[config.mk]
export PLATFORM = sky130hd
export DESIGN_NAME = wallace_mult_pipe
export DESIGN_NICKNAME = d
export VERILOG_FILES = /design/src/rtl/mult_pkg.sv /design/src/rtl/wallace_reduce.sv /design/src/rtl/wallace_mult_pipe.sv
export SDC_FILE = /design/constraint.sdc
export NUM_CORES = 1
export LEC_CHECK = 0
export CORE_AREA = 2 2 154 171
export DETAILED_ROUTE_END_ITERATION = 8
export DIE_AREA = 0 0 156 173
export DONT_BUFFER_PORTS = 1
export GPL_TIMING_DRIVEN = 0
export HOLD_SLACK_MARGIN = 0.08
export PLACE_DENSITY = 0.74
export SETUP_SLACK_MARGIN = 0.4
export SKIP_LAST_GASP = 1
export SYNTH_ARGS = -nofsm -noshare
export SYNTH_HDL_FRONTEND = slang
export SYNTH_SLANG_ARGS = --single-unit
[constraint.sdc]
create_clock -name clk -period 9.5 [get_ports clk]
set_clock_uncertainty 0.1 [all_clocks]
set_input_delay 0.95 -clock clk [delete_from_list [all_inputs] [get_ports clk]]
set_output_delay 0.95 -clock clk [all_outputs]
set_load 0.03 [all_outputs]
[src/rtl/mult_pkg.sv]
// Shared sizing helpers for the pipelined Wallace-tree multiplier.
package mult_pkg;

    // Widest product the correction helper can describe.
    localparam int unsigned MAX_PROD_W = 128;

    // Rows entering the tree for a WIDTH x WIDTH multiply: one row per bit
    // of the (WIDTH+1)-bit extended multiplier plus the Baugh-Wooley
    // correction-constant row.
    function automatic int unsigned pp_rows(input int unsigned width);
        return width + 2;
    endfunction

    // Number of 3:2 compressor levels needed to bring 'rows' down to two.
    // Each level turns every complete group of three rows into two.
    function automatic int unsigned wallace_levels(input int unsigned rows);
        int unsigned r;
        int unsigned l;
        r = rows;
        l = 0;
        while (r > 2) begin
            r = r - (r / 3);
            l = l + 1;
        end
        return l;
    endfunction

    // Baugh-Wooley constant for an n=(width+1)-bit signed multiply is
    // 2^n + 2^(2n-1). The 2^(2n-1) term lies above the 2*width-bit product
    // and vanishes under truncation, leaving 2^(width+1).
    function automatic logic [MAX_PROD_W-1:0] bw_correction(input int unsigned width);
        return MAX_PROD_W'(1) << (width + 1);
    endfunction

endpackage

[src/rtl/wallace_reduce.sv]
// Combinational Baugh-Wooley partial-product generation and Wallace
// reduction of a (W+1)x(W+1) signed multiply to sum/carry vectors.
module wallace_reduce
    import mult_pkg::*;
#(
    parameter int unsigned W = 16
) (
    input  logic signed [W:0]     a_i,
    input  logic signed [W:0]     b_i,
    output logic        [2*W-1:0] sum_o,
    output logic        [2*W-1:0] carry_o
);

    localparam int unsigned P      = 2 * W;
    localparam int unsigned ROWS   = pp_rows(W);
    localparam int unsigned LEVELS = wallace_levels(ROWS);

    logic [ROWS-1:0][P-1:0] pp;
    logic [ROWS-1:0][P-1:0] cur;
    logic [ROWS-1:0][P-1:0] nxt;
    logic [P-1:0]           x;
    logic [P-1:0]           y;
    logic [P-1:0]           z;
    logic [P-1:0]           maj;
    int unsigned            cnt;
    int unsigned            grp;

    // Partial-product rows: bits pairing exactly one sign bit are inverted,
    // and the last row carries the correction constant.
    always_comb begin
        pp = '0;
        for (int unsigned i = 0; i <= W; i++) begin
            for (int unsigned j = 0; j <= W; j++) begin
                if (i + j < P) begin
                    pp[i][i+j] = (a_i[j] & b_i[i]) ^ ((i == W) != (j == W));
                end
            end
        end
        pp[ROWS-1] = P'(bw_correction(W));
    end

    // Wallace levels: each complete triple of rows goes through a row of
    // full adders; leftover rows are packed down behind the new pairs so
    // the live rows always occupy indices 0..cnt-1.
    always_comb begin
        cur = pp;
        nxt = '0;
        cnt = ROWS;
        grp = 0;
        x   = '0;
        y   = '0;
        z   = '0;
        maj = '0;
        for (int unsigned l = 0; l < LEVELS; l++) begin
            nxt = '0;
            grp = cnt / 3;
            for (int unsigned g = 0; g < ROWS / 3; g++) begin
                if (g < grp) begin
                    x   = cur[3*g];
                    y   = cur[3*g+1];
                    z   = cur[3*g+2];
                    maj = (x & y) | (x & z) | (y & z);
                    nxt[2*g]   = x ^ y ^ z;
                    nxt[2*g+1] = {maj[P-2:0], 1'b0};
                end
            end
            for (int unsigned k = 0; k < ROWS; k++) begin
                if (k >= 3 * grp && k < cnt) begin
                    nxt[k-grp] = cur[k];
                end
            end
            cur = nxt;
            cnt = cnt - grp;
        end
        sum_o   = cur[0];
        carry_o = cur[1];
    end

endmodule

[src/rtl/wallace_mult_pipe.sv]
// Two-stage pipelined multiplier: S1 registers the compressed sum/carry,
// S2 registers the carry-propagate result. Valid/ready on both sides.
module wallace_mult_pipe
    import mult_pkg::*;
#(
    parameter int unsigned WIDTH = 16,
    parameter int unsigned TAG_W = 4
) (
    input  logic                 clk,
    input  logic                 rst_n,
    input  logic                 in_valid,
    output logic                 in_ready,
    input  logic [WIDTH-1:0]     a,
    input  logic [WIDTH-1:0]     b,
    input  logic                 a_signed,
    input  logic                 b_signed,
    input  logic [TAG_W-1:0]     in_tag,
    output logic                 out_valid,
    input  logic                 out_ready,
    output logic [2*WIDTH-1:0]   product,
    output logic [TAG_W-1:0]     out_tag
);

    logic signed [WIDTH:0]   a_ext;
    logic signed [WIDTH:0]   b_ext;
    logic [2*WIDTH-1:0]      s1_sum_d;
    logic [2*WIDTH-1:0]      s1_carry_d;
    logic [2*WIDTH-1:0]      s1_sum_q;
    logic [2*WIDTH-1:0]      s1_carry_q;
    logic [TAG_W-1:0]        s1_tag_q;
    logic                    s1_valid_q;
    logic [2*WIDTH-1:0]      product_d;
    logic [2*WIDTH-1:0]      product_q;
    logic [TAG_W-1:0]        out_tag_q;
    logic                    out_valid_q;
    logic                    s1_en;
    logic                    s2_en;
    logic                    accept;

    // Operand extension to WIDTH+1 bits according to the per-op signedness.
    always_comb begin
        a_ext = {a_signed & a[WIDTH-1], a};
        b_ext = {b_signed & b[WIDTH-1], b};
    end

    wallace_reduce #(
        .W (WIDTH)
    ) u_reduce (
        .a_i     (a_ext),
        .b_i     (b_ext),
        .sum_o   (s1_sum_d),
        .carry_o (s1_carry_d)
    );

    // Stall-on-full flow control: a stage advances when its successor can take data.
    always_comb begin
        s2_en     = !out_valid_q || out_ready;
        s1_en     = !s1_valid_q || s2_en;
        in_ready  = s1_en && rst_n;
        accept    = in_valid && in_ready;
        product_d = s1_sum_q + s1_carry_q;
    end

    // Pipeline registers; data registers load only when a valid entry moves in.
    always_ff @(posedge clk) begin
        if (!rst_n) begin
            s1_valid_q  <= 1'b0;
            s1_sum_q    <= '0;
            s1_carry_q  <= '0;
            s1_tag_q    <= '0;
            out_valid_q <= 1'b0;
            product_q   <= '0;
            out_tag_q   <= '0;
        end else begin
            if (s1_en) begin
                s1_valid_q <= accept;
            end
            if (accept) begin
                s1_sum_q   <= s1_sum_d;
                s1_carry_q <= s1_carry_d;
                s1_tag_q   <= in_tag;
            end
            if (s2_en) begin
                out_valid_q <= s1_valid_q;
                if (s1_valid_q) begin
                    product_q <= product_d;
                    out_tag_q <= s1_tag_q;
                end
            end
        end
    end

    // Output port drive.
    always_comb begin
        out_valid = out_valid_q;
        product   = product_q;
        out_tag   = out_tag_q;
    end

endmodule

# Word level (Yosys, flattened, before mapping)
# Cells that the tools add are included.
[classes] add_sub_neg=1 bitwise_logic=432 reduce_logical=7
[op_table] op="$and A31 B31 Y31" n=14
[op_table] op="$or A31 B31 Y31" n=13
[op_table] op="$and A1 B1 Y1" n=290
[op_table] op="$xor A32 B32 Y32" n=9
[op_table] op="$and A27 B31 Y31" n=3
[op_table] op="$and A29 B31 Y31" n=2
[op_table] op="$or A31 B18 Y31" n=2
[op_table] op="$and A26 B27 Y27" n=2
[op_table] op="$xor A26 B27 Y27" n=2
[op_table] op="$and A23 B26 Y26" n=2
[op_table] op="$or A26 B26 Y26" n=2
[op_table] op="$and A23 B25 Y25" n=2
[op_table] op="$and A20 B22 Y22" n=2
[op_table] op="$or A22 B22 Y22" n=2
[op_table] op="$not A1 Y1" n=33
[op_table] op="$add A32 B32 Y32" n=1
[op_table] op="$xor A27 B32 Y32" n=1
[op_table] op="$xor A31 B32 Y32" n=1
[op_table] op="$and A26 B31 Y31" n=1
[op_table] op="$and A28 B31 Y31" n=1
[op_table] op="$and A30 B31 Y31" n=1
[op_table] op="$or A27 B31 Y31" n=1
[op_table] op="$or A29 B31 Y31" n=1
[op_table] op="$or A30 B31 Y31" n=1
[op_table] op="48 further kinds" n=51
[totals] ff_bits=105 inputBits=42 output_inout_bits=38 elab_cells=447

# Depth between registers and ports, before layout
# Gate-level depths: netlist (run 1).
[logic_depth] depth_word=21 mapped_depth=16 depth_no_buf=14

# Hierarchy
# A second synthesis (run 1) with hierarchy kept.
[hier_totals] cells_unflattened=1537 area_unflattened_um2=13285.2
[modules_own_cells] mod="wallace_reduce" instances=1 cells_per_inst=836 area_each_um2=7870.0 seq_area_each_um2=0.0
[modules_own_cells] mod="wallace_mult_pipe" instances=1 cells_per_inst=701 area_each_um2=5415.2 seq_area_each_um2=2122.0

# Worst setup path before layout (run 1)
# Ideal clock, no wire load.
[synth_timing] kind="input to register" startpoint="input port b[11]" endpoint="register s1_sum_q[17]" setup_ps=113 arrival_time_ps=4622 required_time_ps=9287 setup_slack_ps=4665 path_stages=14 n_path_buf=2 path_cell_list="clkbuf_1 clkbuf_1 nand2_1 fa_1 fa_1 inv_1 fa_1 inv_1 fa_1 fa_1 inv_1 fa_1 nand2_1 nand2_1"
[synth_between] elab_chain_len=17 elab_cells_between_ends=44 classes_between="bitwise: 44"
[synth_rtl] element="start: declaration" line_no="wallace_mult_pipe.sv:14" source="input logic [WIDTH-1:0] b,"
[synth_rtl] element="$and A1 B1 Y1" line_no="wallace_reduce.sv:35" source="pp[i][i+j] = (a_i[j] & b_i[i]) ^ ((i == W) != (j == W));"
[synth_rtl] element="$and A26 B28 Y28" line_no="wallace_reduce.sv:62" source="maj = (x & y) | (x & z) | (y & z);"
[synth_rtl] element="$or A27 B28 Y28" line_no="wallace_reduce.sv:62"
[synth_rtl] element="$or A28 B28 Y28" line_no="wallace_reduce.sv:62"
[synth_rtl] element="$and A28 B29 Y29" line_no="wallace_reduce.sv:62"
[synth_rtl] element="$or A29 B31 Y31" line_no="wallace_reduce.sv:62"
[synth_rtl] element="$or A31 B31 Y31" line_no="wallace_reduce.sv:62"
[synth_rtl] element="$and A27 B31 Y31" line_no="wallace_reduce.sv:62"
[synth_rtl] element="$or A31 B31 Y31 (2 in series)" line_no="wallace_reduce.sv:62"
[synth_rtl] element="$xor A32 B32 Y32 (2 in series)" line_no="wallace_reduce.sv:63" source="nxt[2*g] = x ^ y ^ z;"
[synth_rtl] element="$and A31 B31 Y31" line_no="wallace_reduce.sv:62"
[synth_rtl] element="$or A31 B31 Y31 (2 in series)" line_no="wallace_reduce.sv:62"
[synth_rtl] element="$xor A32 B32 Y32" line_no="wallace_reduce.sv:63"
[synth_rtl] element="$xor A32 B32 Y32 (*)" line_no="wallace_reduce.sv:63"
[synth_rtl] element="net s1_sum_d[17]" line_no="wallace_mult_pipe.sv:26" source="logic [2*WIDTH-1:0] s1_sum_d;"
[synth_rtl] element="end signal: assignment" line_no="wallace_mult_pipe.sv:79" source="s1_sum_q <= s1_sum_d;"
[synth_rtl] element="end: declaration" line_no="wallace_mult_pipe.sv:28" source="logic [2*WIDTH-1:0] s1_sum_q;"
# The timed path passes the listed nets; every way through them passes the cells marked *.
# A chain may end at the register's enable or synchronous reset.

# Worst setup path after layout (run 1)
[layout_timing] startpoint="input port b[10]" endpoint="register s1_sum_q[21]"
[layout_between] elab_chain_len=17 elab_cells_between_ends=45 classes_between="bitwise: 45"
[layout_rtl] element="$and A1 B1 Y1" line_no="wallace_reduce.sv:35"
[layout_rtl] element="$and A26 B27 Y27" line_no="wallace_reduce.sv:62"
[layout_rtl] element="$or A27 B28 Y28" line_no="wallace_reduce.sv:62"
[layout_rtl] element="$or A28 B28 Y28" line_no="wallace_reduce.sv:62"
[layout_rtl] element="$and A28 B29 Y29" line_no="wallace_reduce.sv:62"
[layout_rtl] element="$or A29 B31 Y31" line_no="wallace_reduce.sv:62"
[layout_rtl] element="$or A31 B31 Y31" line_no="wallace_reduce.sv:62"
[layout_rtl] element="$and A27 B31 Y31" line_no="wallace_reduce.sv:62"
[layout_rtl] element="$or A31 B31 Y31 (2 in series)" line_no="wallace_reduce.sv:62"
[layout_rtl] element="$xor A32 B32 Y32 (2 in series)" line_no="wallace_reduce.sv:63"
[layout_rtl] element="$and A31 B31 Y31" line_no="wallace_reduce.sv:62"
[layout_rtl] element="$or A31 B31 Y31 (2 in series)" line_no="wallace_reduce.sv:62"
[layout_rtl] element="$xor A32 B32 Y32" line_no="wallace_reduce.sv:63"
[layout_rtl] element="$xor A32 B32 Y32 (*)" line_no="wallace_reduce.sv:63"
[layout_rtl] element="net s1_sum_d[21]" line_no="wallace_mult_pipe.sv:26"
# Marked as above.

==> impl_results.md, run 1 <==
- Core area: 25100 sq um
- Top-level I/O count: 80
- Max-cap viol count: 0
- RSZ-0062 raised after global routing: no
- Largest net degree at the start of global routing: 19
- Largest area contributor in the netlist: fa_1
- Die width: 156 um
- Worst-path clk slew: around 0.070 ns
- Post-CTS sizing: 0
- Final setup viols: 0
- Drt wl/cell: approximately 18 um
- EDFF count, synth: 0
- Sink Count: 99
- Global routing's busiest layer: met2
- Synth cell types: 49
- Vias per cell: around 5.4
- Post-synthesis sequential area ratio: 15.9%
- First-pass GRT wire length: 51900 um
- Post-DP HPWL: 26300 um
- Avg Inst Size Synth: roughly 8.7 sq um
- Cell area after layout: ~13000 sq um
- GRT Resource Usage Total: 24.4%
- Critical-path maximum fanout: 10
- Leak pwr: around 6.2 nW
- Most common cell in the netlist: nand2_1
- Starting Density: 49.7%
- Post-Syn Nets: between 1.5k and 2k
- Final core occ: between 50% and 60%
- Share of cells above drive strength 1: around 2.5%
- Cell Pwr Density: ~220 nW/um^2
- I/O Buffers: 0
- Met1 usage: about 32%
- Met2 Track Usage GR: approximately 41%
- Post-Place Cell Area: between 10000 and 15000 sq um
- Htree depth: 3
- Clock latency on the worst-skew pair: between 0.3 and 0.4 ns
- Startpoint Class: primary input
- Period minus WS final: around 5.2 ns
- Synth cell count leaders: nand2_1 (322), fa_1 (227), inv_1 (219)
- Hold Path Class: reg2reg
- Asr flop ratio synth: 0%
- Total number of vias: approximately 9.6k
- Required time worst endpoint: between 9 and 10 ns
- CTS tree: yes
- Critical Path AT: about 5.4 ns
- Critical-path top delay cell: fa_1
- Fin. max-slew vios: 0
- Top area cells in the synthesized netlist: fa_1 (36%), dfxtp_1 (16%), nand2_1 (9.7%)
- Initial antenna violation count: 2
- Die H: about 170 um
- Yosys top cell area share: approximately 36%
- Gpl congestion: about 0.98
- Maximum VDD drop: between 0.1 and 0.15 mV
- Syn Std Cell Area: approximately 12000 sq um
- WL final: about 32000 um
- Vias in the first global route: 10.1k
- Syn Inst Count: 1436
- Total die area: 27000 sq um
- DR pass1 iterations: 5
- Most used DFF post-synth: dfxtp_1
- Filler cell count: around 2.4k
- Setup bufs post-CTS: 0
- Setup TNS: 0 ns
- Final #Nets: about 1.8k
- Status: finished, final reports clean
- M3 GR Usage: 4.51%
- Routed Antenna Nets: 0
- Remaining DRCs: 0
- Max Clk Rate: ~190 MHz
- Drt initial violations: about 670
- Rows: 61
- Gr ovfl total: 0
- WS Path Type: in2reg
- Final hold viol count: 0
- Ys Warns: 0
- Largest buffer count on any clock path: 2
- Final period util: 55.0%
- TritonCTS Buffers: 9
- Worst-margin pin slew: between 0.8 and 0.9 ns
- CTS root buf: clkbuf_16
- Area Growth Syn to Fin: 5.66%
- Register bit total from synthesis: 99
- Hold Buf Count CTS: 0
- Crit path largest cell delay: 0.53 ns
- Setup WS post-layout: 4.28 ns
- DP Worst Slack: slightly below 4 ns
- CP Cell Sequence: clkbuf_1 -> clkbuf_1 -> nand2_1 -> fa_1 -> fa_1 -> inv_1 -> fa_1 -> inv_1 -> fa_1 -> fa_1 -> inv_1 -> fa_1 -> nand2_1 -> nand2_1
- Cell mode on critical path: fa_1
- Critical Path Sink Type: flip-flop
- Relative slew slack: 45.9%
state kept, by name, summed over array words and instances (netlist names):
register,count
s1_sum_q,32
out_tag,4
product,32
s1_valid_q,1
out_valid,1
s1_carry_q,25
s1_tag_q,4
routing by layer:
metal	part of all wire [%]	wire length [um]
met1	42	13400
met2	48	15200
met3	7.8	2480
met4	2.0	620
met5	0	0
final timing paths:
check	from	to	slack (ns)	cells after the start
setup / recovery	b[10]	s1_sum_q[21]$_SDFFE_PN0P_	4.28	14
hold / removal	s1_tag_q[2]$_SDFFE_PN0P_	out_tag[2]$_SDFFE_PN0P_	0.35	2
setup reg to reg	out_valid$_SDFFE_PN0P_	s1_carry_q[28]$_SDFFE_PN0P_	6.80	6
hold reg to reg	s1_tag_q[2]$_SDFFE_PN0P_	out_tag[2]$_SDFFE_PN0P_	0.35	2
where the power goes:
group          internal (mW)  switching, mW  leakage [nW]
registers              0.510         0.0869         0.811
clock network          0.209          0.170         0.142
logic                  0.810           1.12          5.30
stage by stage:
| stage | hold slack (ns) | total power, mW | instances |
|---|---|---|---|
| 3_3_place_gp | 0.338 | 2.44 | 1751 |
| 6_report | 0.350 | 2.90 | 1768 |
| 3_5_place_dp | 0.347 | 2.50 | 1751 |
| 5_1_grt | 0.370 | 3.23 | 1767 |
| 2_1_floorplan | 0.332 | 1.92 | 1436 |
| 4_1_cts | 0.357 | 2.90 | 1767 |
area by class of cell:
type                       instances  area, sq um  area share (%)
antenna                            1         2.50          0.0190
buffer                            71          278            2.11
clock buffer                       9          225            1.71
clock inverter                     7         83.8           0.636
inverter                         220          826            6.27
multi-input combinational       1046         9390            71.2
sequential                        99         1980            15.0
tap                              315          394            2.99
worst max-delay path: cells and delay by family:
kind	cells	cell delay [ns]
adders and majority gates	6	3.01
buffers and inverters	5	1.13
and+or+nand+nor	3	0.28
cell usage in the layout (no fill, tap or decap), types with 2 or more instances in the layout:
cell,n
o21ai_0,4
inv_8,2
o31ai_1,3
nand2_2,2
and2_1,139
dfxtp_1,99
nand3_1,71
inv_1,219
o21a_1,2
buf_2,9
buf_1,3
a211oi_1,7
clkinvlp_4,3
nand2_1,322
nor3_1,3
a31oi_1,3
nand2b_1,3
nor2_1,19
or3_1,4
o21ai_1,15
o211ai_1,4
mux2i_1,4
a21o_1,5
and3_1,9
nand4_1,4
fa_1,227
clkbuf_1,59
xnor2_1,14
ha_1,95
a21oi_2,2
clkbuf_16,9
a21oi_1,54
nor2b_1,5
a311o_1,2
xor2_1,8
cells by family after synthesis:
kind of cell	share of synthesized area, %
fa+ha+maj	46.0
flops	15.9
compound gates	5.55
buf+inv	8.85
simple gates	21.9
mux	0.321
xor+xnor	1.54
(Power assumes the default switching activity.)
==> run 2: changes to the inputs <==
- clock period: 9.5 -> 5.21 ns (I/O delays scaled with it)
==> impl_results.md, run 2 (synthesized netlist as in run 1, its figures left out) <==
- Total number of vias: 9548 (-0.052%)
- Setup TNS: 0 ns (unchanged)
- Sink Count: 99 (unchanged)
- Fin. max-slew vios: 0 (unchanged)
- Worst-path clk slew: 0.07 ns (about the same)
- Area Growth Syn to Fin: 5.70% (about the same)
- WS Path Type: in2reg
- CTS tree: yes
- Rows: 61 (unchanged)
- Required time worst endpoint: 5.36 ns (-4.29 ns)
- Core area: 25100 sq um (unchanged)
- Gpl congestion: 0.976 (unchanged)
- Critical-path maximum fanout: 10 (unchanged)
- Final #Nets: 1811 (unchanged)
- Critical path endpoint: s1_sum_q[20]$_SDFFE_PN0P_
- R2R Path Start: out_valid$_SDFFE_PN0P_
- TritonCTS Buffers: 9 (unchanged)
- CTS root buf: clkbuf_16
- Crit path launch: b[10]
- Max Clk Rate: 214 MHz
- Startpoint Class: primary input
- Top-level I/O count: 80 (unchanged)
- RSZ-0062 raised after global routing: no
- Leak pwr: 6.26 nW (about the same)
- Maximum VDD drop: 0.189 mV (+82%)
- Vias per cell: 5.40 (-0.11%)
- Share of cells above drive strength 1: 2.69% (+0.14 points)
- Drt wl/cell: 17.9 um (about the same)
- Status: finished, final reports clean
- Post-CTS sizing: 0 (unchanged)
- Die H: 173 um (unchanged)
- Max-cap viol count: 0 (unchanged)
- Hold_ws: 0.166 ns (-0.184 ns)
- Remaining DRCs: 0 (unchanged)
- Most common cell after layout, fill and taps aside: nand2_1
- Worst r2r path cells: 6 (unchanged)
- Die width: 156 um (unchanged)
- Setup bufs post-CTS: 0 (unchanged)
- Final hold viol count: 0 (unchanged)
- Largest net degree at the start of global routing: 19 (unchanged)
- Critical Path AT: 4.82 ns (-0.56 ns)
- Vias in the first global route: 10.1k (unchanged)
- Starting Density: 49.7% (unchanged)
- Gr ovfl total: 0 (unchanged)
- Initial antenna violation count: 2 (unchanged)
- Clock latency on the worst-skew pair: 0.35 ns (about the same)
- Relative slew slack: 45.9% (about the same)
- Commonest cells after routing, fill and taps aside: nand2_1 (322), fa_1 (227), inv_1 (219)
- Final setup viols: 0 (unchanged)
- Largest buffer count on any clock path: 2 (unchanged)
- Post-DP HPWL: 26300 um (unchanged)
- WL final: 31700 um (about the same)
- R2r setup slk: 2.51 ns (-4.29 ns)
- Htree depth: 3 (unchanged)
- Worst-margin pin slew: 0.812 ns (+0.000170 ns)
- I/O Buffers: 0 (unchanged)
- GRT Resource Usage Total: 24.4% (unchanged)
- Hold Buf Count CTS: 0 (unchanged)
- Drt initial violations: 672 (+0.75%)
- Period minus WS final: 4.67 ns
- Final period util: 89.6%
- Hold Path Class: in2reg
- DR pass1 iterations: 5 (unchanged)
- Cell Pwr Density: 401 nW/um^2 (+82%)
- Critical Path Sink Type: flip-flop
- First-pass GRT wire length: 51900 um (unchanged)
- Total die area: 27000 sq um (unchanged)
- Critical R2R Capture: s1_carry_q[28]$_SDFFE_PN0P_
- Routed Antenna Nets: 0 (unchanged)
## run 2: metrics by stage
step / instance area [sq um] / setup WS (ns) / total power, mW / cells / util [%]
6_report: 13200 / 0.544 / 5.29 / 1769 / 52.5
5_1_grt: 13200 / 0.419 / 5.89 / 1767 / 52.5
4_1_cts: 13200 / 0.436 / 5.29 / 1767 / 52.5
3_5_place_dp: 12900 / 0.0889 / 4.57 / 1751 / 51.2
3_3_place_gp: 12900 / 0.0860 / 4.45 / 1751 / 51.2
2_1_floorplan: 12500 / 0.804 / 3.51 / 1436 / -
## run 2: worst min path at each step
stage                     cells after the start  slack, ns                        to                startpoint
after global routing                          2       0.17  s1_tag_q[3]$_SDFFE_PN0P_                 in_tag[3]
after detailed placement                      2       0.35  s1_sum_q[6]$_SDFFE_PN0P_  s1_sum_q[6]$_SDFFE_PN0P_
after floorplan                               2       0.33  s1_sum_q[0]$_SDFFE_PN0P_  s1_sum_q[0]$_SDFFE_PN0P_
final                                         2       0.17  s1_tag_q[0]$_SDFFE_PN0P_                 in_tag[0]
after CTS                                     2       0.17  s1_tag_q[0]$_SDFFE_PN0P_                 in_tag[0]
after global placement                        2       0.34   out_tag[0]$_SDFFE_PN0P_  s1_tag_q[0]$_SDFFE_PN0P_
## run 2: area by class of cell
cell class,count,area [sq um]
fillers,2359,11900
clock inverters,7,83.8
multi-input cells,1046,9390
well taps,315,394
plain buffers,71,280
inverters,220,826
clock buffers,9,225
diodes,2,5.00
flip-flops and latches,99,1980
## run 2: power by group
part	leakage (nW)	internal [mW]	switching [mW]	total [mW]
sequential	0.811	0.929	0.159	1.09
clock	0.142	0.381	0.311	0.691
combinational	5.30	1.48	2.03	3.51
total	6.26	2.79	2.50	5.29
## run 2: worst max-delay path, cell delays in order
cell	delay (ns)
clkbuf_1	0.47
clkbuf_2	0.38
nand2_1	0.12
fa_1	0.51
fa_1	0.52
inv_1	0.06
fa_1	0.50
inv_1	0.06
fa_1	0.51
fa_1	0.51
inv_1	0.06
fa_1	0.46
nand2_1	0.08
nand2_1	0.04
## run 2: metal layers
metal	share of wire [%]	global-route usage [%]	wire length [um]
met5	0	0	0
met4	2.3	7.07	715
met3	7.8	4.51	2480
met2	48	41.1	15200
met1	42	32.1	13300
==> run 3: changes to the inputs <==
- PLACE_DENSITY: 0.74 -> 0.71
==> impl_results.md, run 3 (synthesized netlist as in run 1, its figures left out) <==
- Commonest cells after routing, fill and taps aside: nand2_1 (322), fa_1 (227), inv_1 (219)
- Final hold viol count: 0 (unchanged)
- WS Path Type: in2reg
- Gpl congestion: 0.969 (-0.68%)
- Crit path launch: b[11]
- Final setup viols: 0 (unchanged)
- Cell mode on critical path: fa_1
- Core area: 25100 sq um (unchanged)
- Largest net degree at the start of global routing: 18 (-1)
- Die H: 173 um (unchanged)
- Drt initial violations: 541 (-19%)
- Drt wl/cell: 18.1 um (+0.64%)
- Leak pwr: 6.27 nW (+0.25%)
- Rows: 61 (unchanged)
- Total number of vias: 9463 (-0.89%)
- Startpoint Class: primary input
- Register area: 1980 sq um (unchanged)
- Remaining DRCs: 0 (unchanged)
- Setup TNS: 0 ns (unchanged)
- Routed Antenna Nets: 0 (unchanged)
- Area occupied by multi-input gates: 9390 sq um (unchanged)
- Critical Path Stages: 14 (unchanged)
- Area Growth Syn to Fin: 5.77% (about the same)
- RSZ-0062 raised after global routing: no
- Filler cell count: 2379 (+0.85%)
- Critical Path Sink Type: flip-flop
- Post-DP HPWL: 26600 um (+1.0%)
- CTS tree: yes
- Status: finished, final reports clean
- Hold Path Class: in2reg
- Critical path endpoint: s1_sum_q[21]$_SDFFE_PN0P_
- Clock latency on the worst-skew pair: 0.35 ns (about the same)
- CP Cell Sequence: clkbuf_1 -> clkbuf_2 -> nand2_1 -> fa_1 -> fa_1 -> inv_1 -> fa_1 -> inv_1 -> fa_1 -> fa_1 -> inv_1 -> fa_1 -> nand2_1 -> nand2_1
- Maximum VDD drop: 0.211 mV (+12%)
- DP Worst Slack: 0.0180 ns (-0.0710 ns)
- Final core occ: 52.5% (about the same)
- Required time worst endpoint: 5.36 ns (about the same)
- TritonCTS Buffers: 9 (unchanged)
- Relative slew slack: 47.1% (+1.2 points)
- Critical-path maximum fanout: 10 (unchanged)
- First-pass GRT wire length: 51900 um (about the same)
- DR pass1 iterations: 5 (unchanged)
- Final #Nets: 1811 (unchanged)
- Setup WS post-layout: 0.572 ns (+0.0288 ns)
- Final period util: 89.0% (-0.55 points)
- Htree depth: 3 (unchanged)
- WL final: 31900 um (+0.59%)
- Share of cells above drive strength 1: 2.75% (+0.069 points)
- R2r setup slk: 2.49 ns (-0.02 ns)
- Critical Path AT: 4.78 ns (-0.04 ns)
- Critical R2R Capture: s1_carry_q[8]$_SDFFE_PN0P_
- CTS root buf: clkbuf_16
- Met1 usage: 31.0% (-1.1 points)
- R2R Path Start: out_valid$_SDFFE_PN0P_
- Worst r2r path cells: 7 (+1)
- Initial antenna violation count: 1 (-1)
- Worst-path clk slew: 0.07 ns (about the same)
- Die width: 156 um (unchanged)
- Vias in the first global route: 10.1k (+0.20%)
- Critical-path top delay cell: fa_1
- Sink Count: 99 (unchanged)
- I/O Buffers: 0 (unchanged)
- Fin. max-slew vios: 0 (unchanged)
- Cell Pwr Density: 404 nW/um^2 (+0.69%)
- Post-Place Cell Area: 12900 sq um (unchanged)
- Met2 Track Usage GR: 40.6% (-0.57 points)
- Max Clk Rate: 216 MHz (+0.62%)
- Max-cap viol count: 0 (unchanged)
- Largest buffer count on any clock path: 2 (unchanged)
- Worst-margin pin slew: 0.794 ns (-0.0179 ns)
- Total die area: 27000 sq um (unchanged)
- Global routing's busiest layer: met2
- Top Family by Delay on Critical Path: adder cells
- Starting Density: 49.7% (unchanged)
- Top-level I/O count: 80 (unchanged)
- Vias per cell: 5.35 (-0.83%)
- Crit path largest cell delay: 0.53 ns (about the same)
- Most common cell after layout, fill and taps aside: nand2_1
- Gr ovfl total: 0 (unchanged)
- GRT Resource Usage Total: 24.6% (+0.24 points)
- M3 GR Usage: 6.47% (+2.0 points)
- Setup bufs post-CTS: 0 (unchanged)
- Hold_ws: 0.169 ns (+0.00260 ns)
- Cell area after layout: 13200 sq um (about the same)
- CP bufs+invs: 5 (unchanged)
- Period minus WS final: 4.64 ns (-0.0288 ns)
[run 3: cell count changes in the layout (fill, tap and decap cells not counted)]
cell | before | now
inv_8 | 2 | 1
inv_6 | 1 | 2
diode_2 | 2 | 1
clkbuf_8 | 0 | 2
clkinvlp_4 | 3 | 1
clkbuf_2 | 2 | 3
clkbuf_1 | 57 | 56
[run 3: cell type report]
cell class	count	share of cell area, %
multi-input cells	1046	71.2
flip-flops and latches	99	15.0
clock buffers	11	1.92
plain buffers	71	2.13
inverters	220	6.26
clock inverters	5	0.503
diodes	1	0.0190
well taps	315	2.99
[run 3: how the worst min path moves through the flow]
stage	startpoint	to	cells past startpoint
after floorplan	s1_sum_q[0]$_SDFFE_PN0P_	s1_sum_q[0]$_SDFFE_PN0P_	2
after global placement	s1_tag_q[2]$_SDFFE_PN0P_	out_tag[2]$_SDFFE_PN0P_	2
after detailed placement	s1_sum_q[5]$_SDFFE_PN0P_	s1_sum_q[5]$_SDFFE_PN0P_	2
after CTS	in_tag[3]	s1_tag_q[3]$_SDFFE_PN0P_	2
after global routing	in_tag[3]	s1_tag_q[3]$_SDFFE_PN0P_	2
final	in_tag[1]	s1_tag_q[1]$_SDFFE_PN0P_	2
[run 3: layer usage]
| metal | share of wire (%) | vias to the layer above |
|---|---|---|
| met5 | 0 | - |
| met4 | 3.0 | 0 |
| met3 | 8.3 | 57 |
| met2 | 47 | 335 |
| met1 | 41 | 4663 |
| li1 | - | 4408 |
[run 3: metrics by stage]
step / power (mW) / instances
final: 5.33 / 1768
after detailed placement: 4.59 / 1751
after CTS: 5.32 / 1767
after global routing: 5.90 / 1767
after global placement: 4.48 / 1751
after floorplan: 3.51 / 1436
[run 3: report_power, final]
part / switching, mW / total (mW) / internal [mW]
Combinational: 2.05 / 3.54 / 1.49
Clock: 0.292 / 0.697 / 0.405
Sequential: 0.159 / 1.09 / 0.930
[run 3: what timing repair did]
action | in CTS | in global routing
hold buffers | 0 | 0
gates resized for setup | 1 | 4
endpoints found under the setup margin | 2 | 9
cloned | 0 | 0
